`src/rtl/sfifo_param.sv`:
```
// sfifo_param: single-clock FIFO with arbitrary depth, occupancy count, almost-full/empty
// thresholds and sticky overflow/underflow flags. Define SFIFO_FWFT_EN for first-word-fall-through reads.
module sfifo_param #(
   parameter int WIDTH       = 8,
   parameter int DEPTH       = 16,
   parameter int AFULL_TH    = DEPTH - 2,
   parameter int AEMPTY_TH   = 2,
   localparam int CW         = $clog2(DEPTH + 1)
) (
   input  logic             clk,
   input  logic             res_n,
   input  logic             wr_en,
   input  logic [WIDTH-1:0] wdata,
   input  logic             rd_en,
   input  logic             err_clr,
   output logic [WIDTH-1:0] rdata,
   output logic             rvalid,
   output logic [CW-1:0]    count,
   output logic             full,
   output logic             empty,
   output logic             almost_full,
   output logic             almost_empty,
   output logic             overflow,
   output logic             underflow
);

   localparam int PW = (DEPTH > 1) ? $clog2(DEPTH) : 1;
   localparam logic [PW-1:0] LAST_PTR   = PW'(DEPTH - 1);
   localparam logic [CW-1:0] DEPTH_CNT  = CW'(DEPTH);
   localparam logic [CW-1:0] AFULL_CNT  = CW'(AFULL_TH);
   localparam logic [CW-1:0] AEMPTY_CNT = CW'(AEMPTY_TH);

   logic [WIDTH-1:0] mem [DEPTH];

   logic [PW-1:0] wrPtr_q, wrPtr_d;
   logic [PW-1:0] rdPtr_q, rdPtr_d;
   logic [CW-1:0] count_q, count_d;
   logic          full_q, full_d;
   logic          empty_q, empty_d;
   logic          aFull_q, aFull_d;
   logic          aEmpty_q, aEmpty_d;
   logic          overflow_q, overflow_d;
   logic          underflow_q, underflow_d;

   logic          wrAcc;
   logic          rdAcc;
   logic          ovfEvent;
   logic          udfEvent;

   // Pointers wrap explicitly at DEPTH-1 so any depth works, not just powers of two.
   function automatic logic [PW-1:0] nextPtr(input logic [PW-1:0] ptr);
      return (ptr == LAST_PTR) ? '0 : ptr + 1'b1;
   endfunction

   always_comb begin
      rdAcc    = rd_en && !empty_q;
      wrAcc    = wr_en && (!full_q || rdAcc);
      ovfEvent = wr_en && full_q && !rdAcc;
      udfEvent = rd_en && empty_q;

      wrPtr_d = wrAcc ? nextPtr(wrPtr_q) : wrPtr_q;
      rdPtr_d = rdAcc ? nextPtr(rdPtr_q) : rdPtr_q;

      count_d = count_q;
      unique case ({wrAcc, rdAcc})
         2'b10:   count_d = count_q + 1'b1;
         2'b01:   count_d = count_q - 1'b1;
         default: count_d = count_q;
      endcase

      full_d   = (count_d == DEPTH_CNT);
      empty_d  = (count_d == '0);
      aFull_d  = (count_d >= AFULL_CNT);
      aEmpty_d = (count_d <= AEMPTY_CNT);

      // A new error event wins over a coincident clear.
      overflow_d  = ovfEvent || (overflow_q && !err_clr);
      underflow_d = udfEvent || (underflow_q && !err_clr);
   end

   always_ff @(posedge clk or negedge res_n) begin
      if (!res_n) begin
         wrPtr_q     <= '0;
         rdPtr_q     <= '0;
         count_q     <= '0;
         full_q      <= 1'b0;
         empty_q     <= 1'b1;
         aFull_q     <= 1'b0;
         aEmpty_q    <= 1'b1;
         overflow_q  <= 1'b0;
         underflow_q <= 1'b0;
      end else begin
         wrPtr_q     <= wrPtr_d;
         rdPtr_q     <= rdPtr_d;
         count_q     <= count_d;
         full_q      <= full_d;
         empty_q     <= empty_d;
         aFull_q     <= aFull_d;
         aEmpty_q    <= aEmpty_d;
         overflow_q  <= overflow_d;
         underflow_q <= underflow_d;
      end
   end

   // Storage carries no reset; only the control state above is initialised.
   always_ff @(posedge clk) begin
      if (wrAcc) begin
         mem[wrPtr_q] <= wdata;
      end
   end

`ifdef SFIFO_FWFT_EN
   assign rdata  = mem[rdPtr_q];
   assign rvalid = !empty_q;
`else
   logic [WIDTH-1:0] rdata_q, rdata_d;
   logic             rvalid_q, rvalid_d;

   always_comb begin
      rdata_d  = rdAcc ? mem[rdPtr_q] : rdata_q;
      rvalid_d = rdAcc;
   end

   always_ff @(posedge clk or negedge res_n) begin
      if (!res_n) begin
         rdata_q  <= '0;
         rvalid_q <= 1'b0;
      end else begin
         rdata_q  <= rdata_d;
         rvalid_q <= rvalid_d;
      end
   end

   assign rdata  = rdata_q;
   assign rvalid = rvalid_q;
`endif

   assign count        = count_q;
   assign full         = full_q;
   assign empty        = empty_q;
   assign almost_full  = aFull_q;
   assign almost_empty = aEmpty_q;
   assign overflow     = overflow_q;
   assign underflow    = underflow_q;

endmodule
```
`config.mk`:
```
export PLATFORM = sky130hd
export DESIGN_NAME = sfifo_param
export DESIGN_NICKNAME = d
export VERILOG_FILES = /design/src/rtl/sfifo_param.sv
export SDC_FILE = /design/constraint.sdc
export NUM_CORES = 1
export LEC_CHECK = 0
export CAP_MARGIN = 10
export CORE_MARGIN = 4
export CORE_UTILIZATION = 59
export DETAILED_ROUTE_END_ITERATION = 10
export GPL_ROUTABILITY_DRIVEN = 0
export PLACE_DENSITY = 0.76
export RECOVER_POWER = 50
export SKIP_CTS_REPAIR_TIMING = 1
export SLEW_MARGIN = 40
export SYNTH_ARGS = -nofsm -noshare
export SYNTH_HDL_FRONTEND = slang
export SYNTH_SLANG_ARGS = --single-unit
```
`constraint.sdc`:
```
create_clock -name clk -period 3.7 [get_ports clk]
set_clock_uncertainty 0.05 [all_clocks]
set_input_delay 0.555 -clock clk [delete_from_list [all_inputs] [get_ports clk]]
set_output_delay 0.555 -clock clk [all_outputs]
set_load 0.05 [all_outputs]
```
==> results of run 1 <==
critical path: cells and delay by family:
family / cells / cell delay, ns
compound gates: 3 / 1.09
buf+inv: 3 / 0.80
xor+xnor: 2 / 0.38
fa+ha+maj: 2 / 0.55
simple gates: 2 / 0.24
through the flow:
stage	worst slack [ns]	utilization, %	instances	instance area (µm²)	hold slack (ns)
4_1_cts	0.629	71.8	540	7410	0.348
3_5_place_dp	0.0926	66.5	509	6860	0.462
6_report	0.420	71.7	540	7400	0.476
3_3_place_gp	0.288	66.5	509	6860	0.458
2_1_floorplan	0.590	-	335	6280	0.209
5_1_grt	0.198	71.7	540	7400	0.513
sequential cells by signal, summed over array words and instances (netlist names), 4 cells and up:
| register | cells |
|---|---|
| count | 5 |
| wrPtr_q | 4 |
| rdata | 8 |
| rdPtr_q | 4 |
| mem | 128 |
cells in the mapped netlist, drive strengths merged, types with 7 or more instances:
cell,n
edfxtp,128
mux2,9
clkbuf,9
mux2i,8
ha,8
dfrtp,26
o21ai,7
a221o,8
nand2,13
nor2,14
inv,8
buf,10
nor3,12
mux4,32
worst max path at each step:
stage	from	end	cells after the start
finish	rd_en	almost_empty$_DFF_PN1_	12
global route	rd_en	almost_empty$_DFF_PN1_	12
CTS	rd_en	almost_empty$_DFF_PN1_	12
detailed placement	rd_en	almost_empty$_DFF_PN1_	12
global placement	rd_en	almost_empty$_DFF_PN1_	12
floorplan	empty$_DFF_PN1_	almost_empty$_DFF_PN1_	11
metal layers:
metal  GRT usage [%]  wire length (µm)  up-vias
li1                -                 -     1456
met1            27.1              4860     1709
met2            35.8              6440      115
met3            5.35               670       25
met4            8.84               290        0
met5               0                 0        -
cell families after synthesis:
logic type               share of synthesized area [%]
AO/OA/AOI/OAI                                     3.65
XOR/XNOR                                          1.12
adder cells (fa/ha/maj)                           1.59
AND/OR/NAND/NOR                                   4.28
multiplexers                                      14.7
buffers and inverters                             2.21
flip-flops                                        72.4
cells in the final DEF (no fill, tap or decap), drive strengths merged, types with 5 or more instances in the layout:
| cell type | Yosys | layout |
|---|---|---|
| edfxtp | 128 | 128 |
| mux2i | 8 | 8 |
| nor2 | 14 | 14 |
| clkbuf | 9 | 23 |
| clkdlybuf4s50 | 0 | 22 |
| nor3 | 12 | 12 |
| a21oi | 5 | 5 |
| clkinv | 0 | 7 |
| buf | 10 | 22 |
| inv | 8 | 8 |
| nand3 | 5 | 5 |
| dfrtp | 26 | 26 |
| nand2 | 13 | 13 |
| dlygate4sd3 | 0 | 10 |
| mux4 | 32 | 32 |
| a221o | 8 | 8 |
| mux2 | 9 | 9 |
| o21ai | 7 | 7 |
| ha | 8 | 8 |
power by group through the flow:
stage	clock [mW]	sequential, mW	combinational [mW]
2_1_floorplan	0	2.62	1.19
3_3_place_gp	0	2.48	1.85
3_5_place_dp	0	2.50	1.88
4_1_cts	1.66	2.47	1.91
5_1_grt	1.74	2.51	2.01
6_report	1.63	2.47	1.89
final cells by class:
cell class                      count  area (µm²)
Clock inverter                     11         126
Multi-Input combinational cell    152        1590
Clock buffer                       20         425
Fill cell                         640        2920
Inverter                            8        30.0
Sequential cell                   156        4550
Tap cell                          136         170
Timing Repair Buffer               57         509
==> results_dict.tcl, run 1 <==
set metrics [dict create \
    status "finished clean" \
    rr_startpoint "empty$_DFF_PN1_" \
    dieArea_mm2 0.0124 \
    fin_tns_setup_ns 0 \
    hold_class "register to register" \
    grt.total_usage_pct 21.4 \
    tightest_slew_ns 1.48 \
    core_area_mm2 0.0103 \
    crit_type "primary input to register" \
    max_freq_mhz 305 \
    path_clk_slew_ns 0.06 \
    cts_root_buf "clkbuf_8" \
    n_antenna_cell 0 \
    comb_power_share_pct 31.5 \
    cts_tree "done" \
    cp_slowest_stage_delay_ns 0.55 \
    min_period_ns 3.28 \
    drtPass1Iterations 5 \
    fin_nets 413 \
    yosysUniqueCellTypes 41 \
    drc 0 \
    synth_top_area_cell "edfxtp_1" \
    yosysSeqAreaShare_pct 72.4 \
    num_io_pins 33 \
    wirelength_um 12300 \
    vias_per_cell 6.12 \
    hold-path-endpoint "rdata[6]$_DFFE_PN0P_" \
    crit_path_max_fanout 7 \
    ys_warn_count 0 \
    start_kind "primary input" \
    first_global_vias 3469 \
    ant_nets 0 \
    critical_path_required_ns 4.03 \
    route.detailed.wl_per_inst_um 22.7 \
    post-dp-hpwl_um 7790 \
    std_cell_rows 37 \
    synthCells 335 \
    drive_above_1_share_pct 20.8 \
    cp_cell_sequence "dlygate4sd3_1 -> nand2b_1 -> a21boi_0 -> inv_1 -> ha_1 -> xor2_1 -> ha_1 -> nor3b_1 -> o32ai_1 -> xnor2_1 -> inv_1 -> a2111oi_0" \
    slew_headroom_pct 1.11 \
    r2r_end "almost_empty$_DFF_PN1_" \
    numCtsBuffers 17 \
    synth_top_area_share_pct 61.2 \
    rsz0062_at_grt "false" \
    htreeDepth 4 \
    die_w_um 111 \
    start_util_pct 60.8 \
    powerDensity_mw_per_mm2 808 \
    drt_iter0_markers 272 \
    setup_viol 0 \
    cts.sinks 156 \
    ys_async_sr_fraction_pct 17.9 \
    p_leak_nw 2.57 \
    fin_crit_sh_pct 88.6 \
    swShare_pct 32.5 \
    intPower_mw 4.04 \
    grt_start_max_net_pins 29 \
    r2r_cells 11 \
    endpoint_kind "register" \
    seq_power_share_pct 41.2 \
    finalHoldViolations 0 \
    arrival_ns 3.61 \
    synth.cell_area_mm2 0.00628 \
    drv_slew 0 \
    ir_worst_vdd_mv 0.465 \
    vias 3305 \
    grt_overflow_total 0 \
    crit_path_top_delay_cell "dlygate4sd3_1" \
    clock_path_buffers 2 \
    syn_avg_cell_area_um2 18.7 \
    ys_ff_latch 156 \
    finalPower_mw 5.98 \
    clock_latency_ns 0.53 \
    synth.area.top_cells "edfxtp_1 61%, dfrtp_1 10%, mux4_2 9.3%, mux4_1 2.5%, mux2_2 1.6%" \
    area_growth_pct 17.9 \
    antenna_found_initial 0 \
    synth_ff_type "edfxtp_1" \
    power.share.clock_pct 27.2 \
    regToRegSetupSlack_ns 0.54 \
    die_h_um 111 \
    hold_path_depth 1 \
    io_buffers 32 \
    net-switching-power_mw 1.95 \
    synth-edff-count 128 \
    drv_cap 0 \
    syn-num-nets 356 \
    grt_pass1_wl_um 19400 \
    min_from "rdata[6]$_DFFE_PN0P_" \
]
Note: power is estimated with default switching activity, not from simulation.
==> inputs of run 2 (changes only) <==
CTS_CLUSTER_DIAMETER = 150   (was not set)
==> results of run 2 <==
Final layout, timing and power as in run 1 (identical DEF).
==> edit (settings of run 2) <==
The option `SFIFO_FWFT_EN` is turned on by a define.
--- a/src/rtl/sfifo_param.sv
+++ b/src/rtl/sfifo_param.sv
@@ -1,5 +1,7 @@
 // sfifo_param: single-clock FIFO with arbitrary depth, occupancy count, almost-full/empty
 // thresholds and sticky overflow/underflow flags. Define SFIFO_FWFT_EN for first-word-fall-through reads.
+`define SFIFO_FWFT_EN
+
 module sfifo_param #(
    parameter int WIDTH       = 8,
    parameter int DEPTH       = 16,
Behaviour: not the same (a bounded check fails within 4 cycles, from zero or initial values).
==> edit against run 2 <==
  * Non-clock buffer count is 6 lower
  * Worst setup slack worse by 88 ps
  * Critical path depth is 6 lower
  * Sequential cell count is 9 lower
  * Largest power group unchanged
  * Hold slack improved by 6.5 ps
  * Total power rose by 5.0%
  * Sequential power down 9.3%
  * Register-to-register slack gained 200 ps
  * Synthesized area decreased by 4.0%
  * Design area down 2.3%
  * First-iteration DRC count is 20% lower
  * Routed wire length down 6.4%
  * Synthesized cell count fell by 1.8%
  * Critical endpoint is now rdata[3]
==> edit: results (changes against run 2) <==
largest reg by FF count=mem; PortBufs=32 (unchanged); Post-Syn Nets=350 (-1.7%); CP startpoint=rdPtr_q[0]; Crit path max-delay family=buffers and inverters; Worst-Skew Late Latency=520 ps; yosys warns=0 (unchanged); Antenna Cells=0 (unchanged); sequential area share after synthesis=71.7% (-0.71 points); top_reg_cell synth=edfxtp_1; HP Start=underflow; DP HPWL=7.07 mm (-9.3%); Hold Crit Class=reg2reg; vias in the first global route=3247 (-6.4%); critical path's largest stage delay=530 ps (-20 ps); Leak=2.52 nW (-1.8%); worst rel slew slack=32.7% (+32 points); H-tree lvl count=4 (unchanged); Iteration-0 DRC Markers=217 (-20%); met1 wire length=4.63 mm (-4.7%); first drt pass iteration count=4 (-1); via count=3107 (-6.0%); Final #Nets=401 (-2.9%); met2 routed WL=5.90 mm (-8.3%); EDFF count, synth=128 (unchanged); crit-path max FO=32 (+25); CTS root buf=clkbuf_8; Synth cell types=44 (+7.3%); status=complete, no violations; Num CTS Buffers=17 (unchanged); grt ovf=0 (unchanged); critical path's slowest cell=mux4_2; initial antenna violation count=0 (unchanged); peak supply drop=0.000688 V (+48%); commonest cells in the netlist=128 x edfxtp_1, 32 x mux4_2, 17 x dfrtp_1, 14 x nand2_1; Global Route Usage Sum=21.5% (+0.067 points); asr flop ratio synth=12.9% (-5.0 points); crit path DAT=2760 ps (-850 ps); Synth area leaders=edfxtp_1 64%, mux4_2 12%, dfrtp_1 7.1%; pin count of the biggest net entering global routing=33 (+14%); top routing layer in use=met4; CTS clk-pin slew, worst paths=60 ps (about the same); met3 WL post-DR=733 um (+9.4%); layout cells sized above 1=22.9% (+2.1 points); first-pass GRT wire length=18.0 mm (-7.3%); Max clock buf depth=2 (unchanged); worst reg2reg startpoint=empty; Wirelength per Cell=21.8 um (-3.9%); Hold Fails Final Rpt=0 (unchanged); Largest register FFs=128 (unchanged); P_int=4.16 mW (+3.1%)
==> edit: changes by cell type in the layout (fill, tap and decap cells not counted), sizes merged, moves of 3 or more <==
cell and change:
dfrtp -9, nor2b +8, bufinv +3, a211oi +8
a221o -8, nor3 -7, buf -5, dlymetal6s2s +8
clkdlybuf4s50 -7, a21oi +8, mux2 -8, clkbuf -4
==> edit: cells by family after synthesis <==
| group | share of synthesized area [%] |
|---|---|
| AO/OA/AOI/OAI | 4.36 |
| XOR/XNOR | 1.29 |
| adder cells (fa/ha/maj) | 1.66 |
| buffers and inverters | 2.24 |
| flip-flops | 71.7 |
| multiplexers | 13.5 |
| AND/OR/NAND/NOR | 5.27 |
==> edit: final cells by class <==
type | instances | area [sq um]
clock buffers | 17 | 414
multi-input cells | 156 | 1580
inverters | 7 | 26.3
well taps | 133 | 166
repair buffers | 51 | 488
clock inverters | 15 | 238
fillers | 554 | 2630
flip-flops and latches | 147 | 4320
==> edit: power by group through the flow <==
stage	sequential, mW	combinational (mW)	clock [mW]
CTS	2.24	2.20	1.89
finish	2.24	2.17	1.87
global route	2.27	2.33	1.97
floorplan	2.29	1.53	0
detailed placement	2.27	2.18	0
global placement	2.26	2.16	0
==> edit: per-stage QoR <==
stage	instances	util (%)	hold slack (ps)	worst slack, ps	instance area, sq um
after floorplan	329	-	209	586	6030
after global placement	493	66.4	471	443	6550
after detailed placement	493	66.4	474	308	6550
after CTS	525	73.0	456	-98.6	7210
after global routing	526	73.3	522	171	7230
final	526	73.3	482	332	7230
==> edit: worst paths after layout <==
kind,endpoint,slack [ps],depth (start not counted)
setup / recovery,rdata[3],330,6
setup reg to reg,almost_empty,740,12
hold reg to reg,underflow,480,2
min in group asynchronous,wrPtr_q[1],680,2
hold / removal,underflow,480,2
max in group asynchronous,rdPtr_q[0],2240,2
==> edit: tightest hold or removal path, stage by stage, from the launching register on <==
cell	delay, ps
dfrtp_1	380
inv_1	50
o21ai_0	60
==> edit: per-layer routing <==
layer	up-vias	GRT usage (%)
met4	0	7.48
met1	1570	28.7
met5	-	0
met3	16	6.75
met2	115	33.9
li1	1406	-
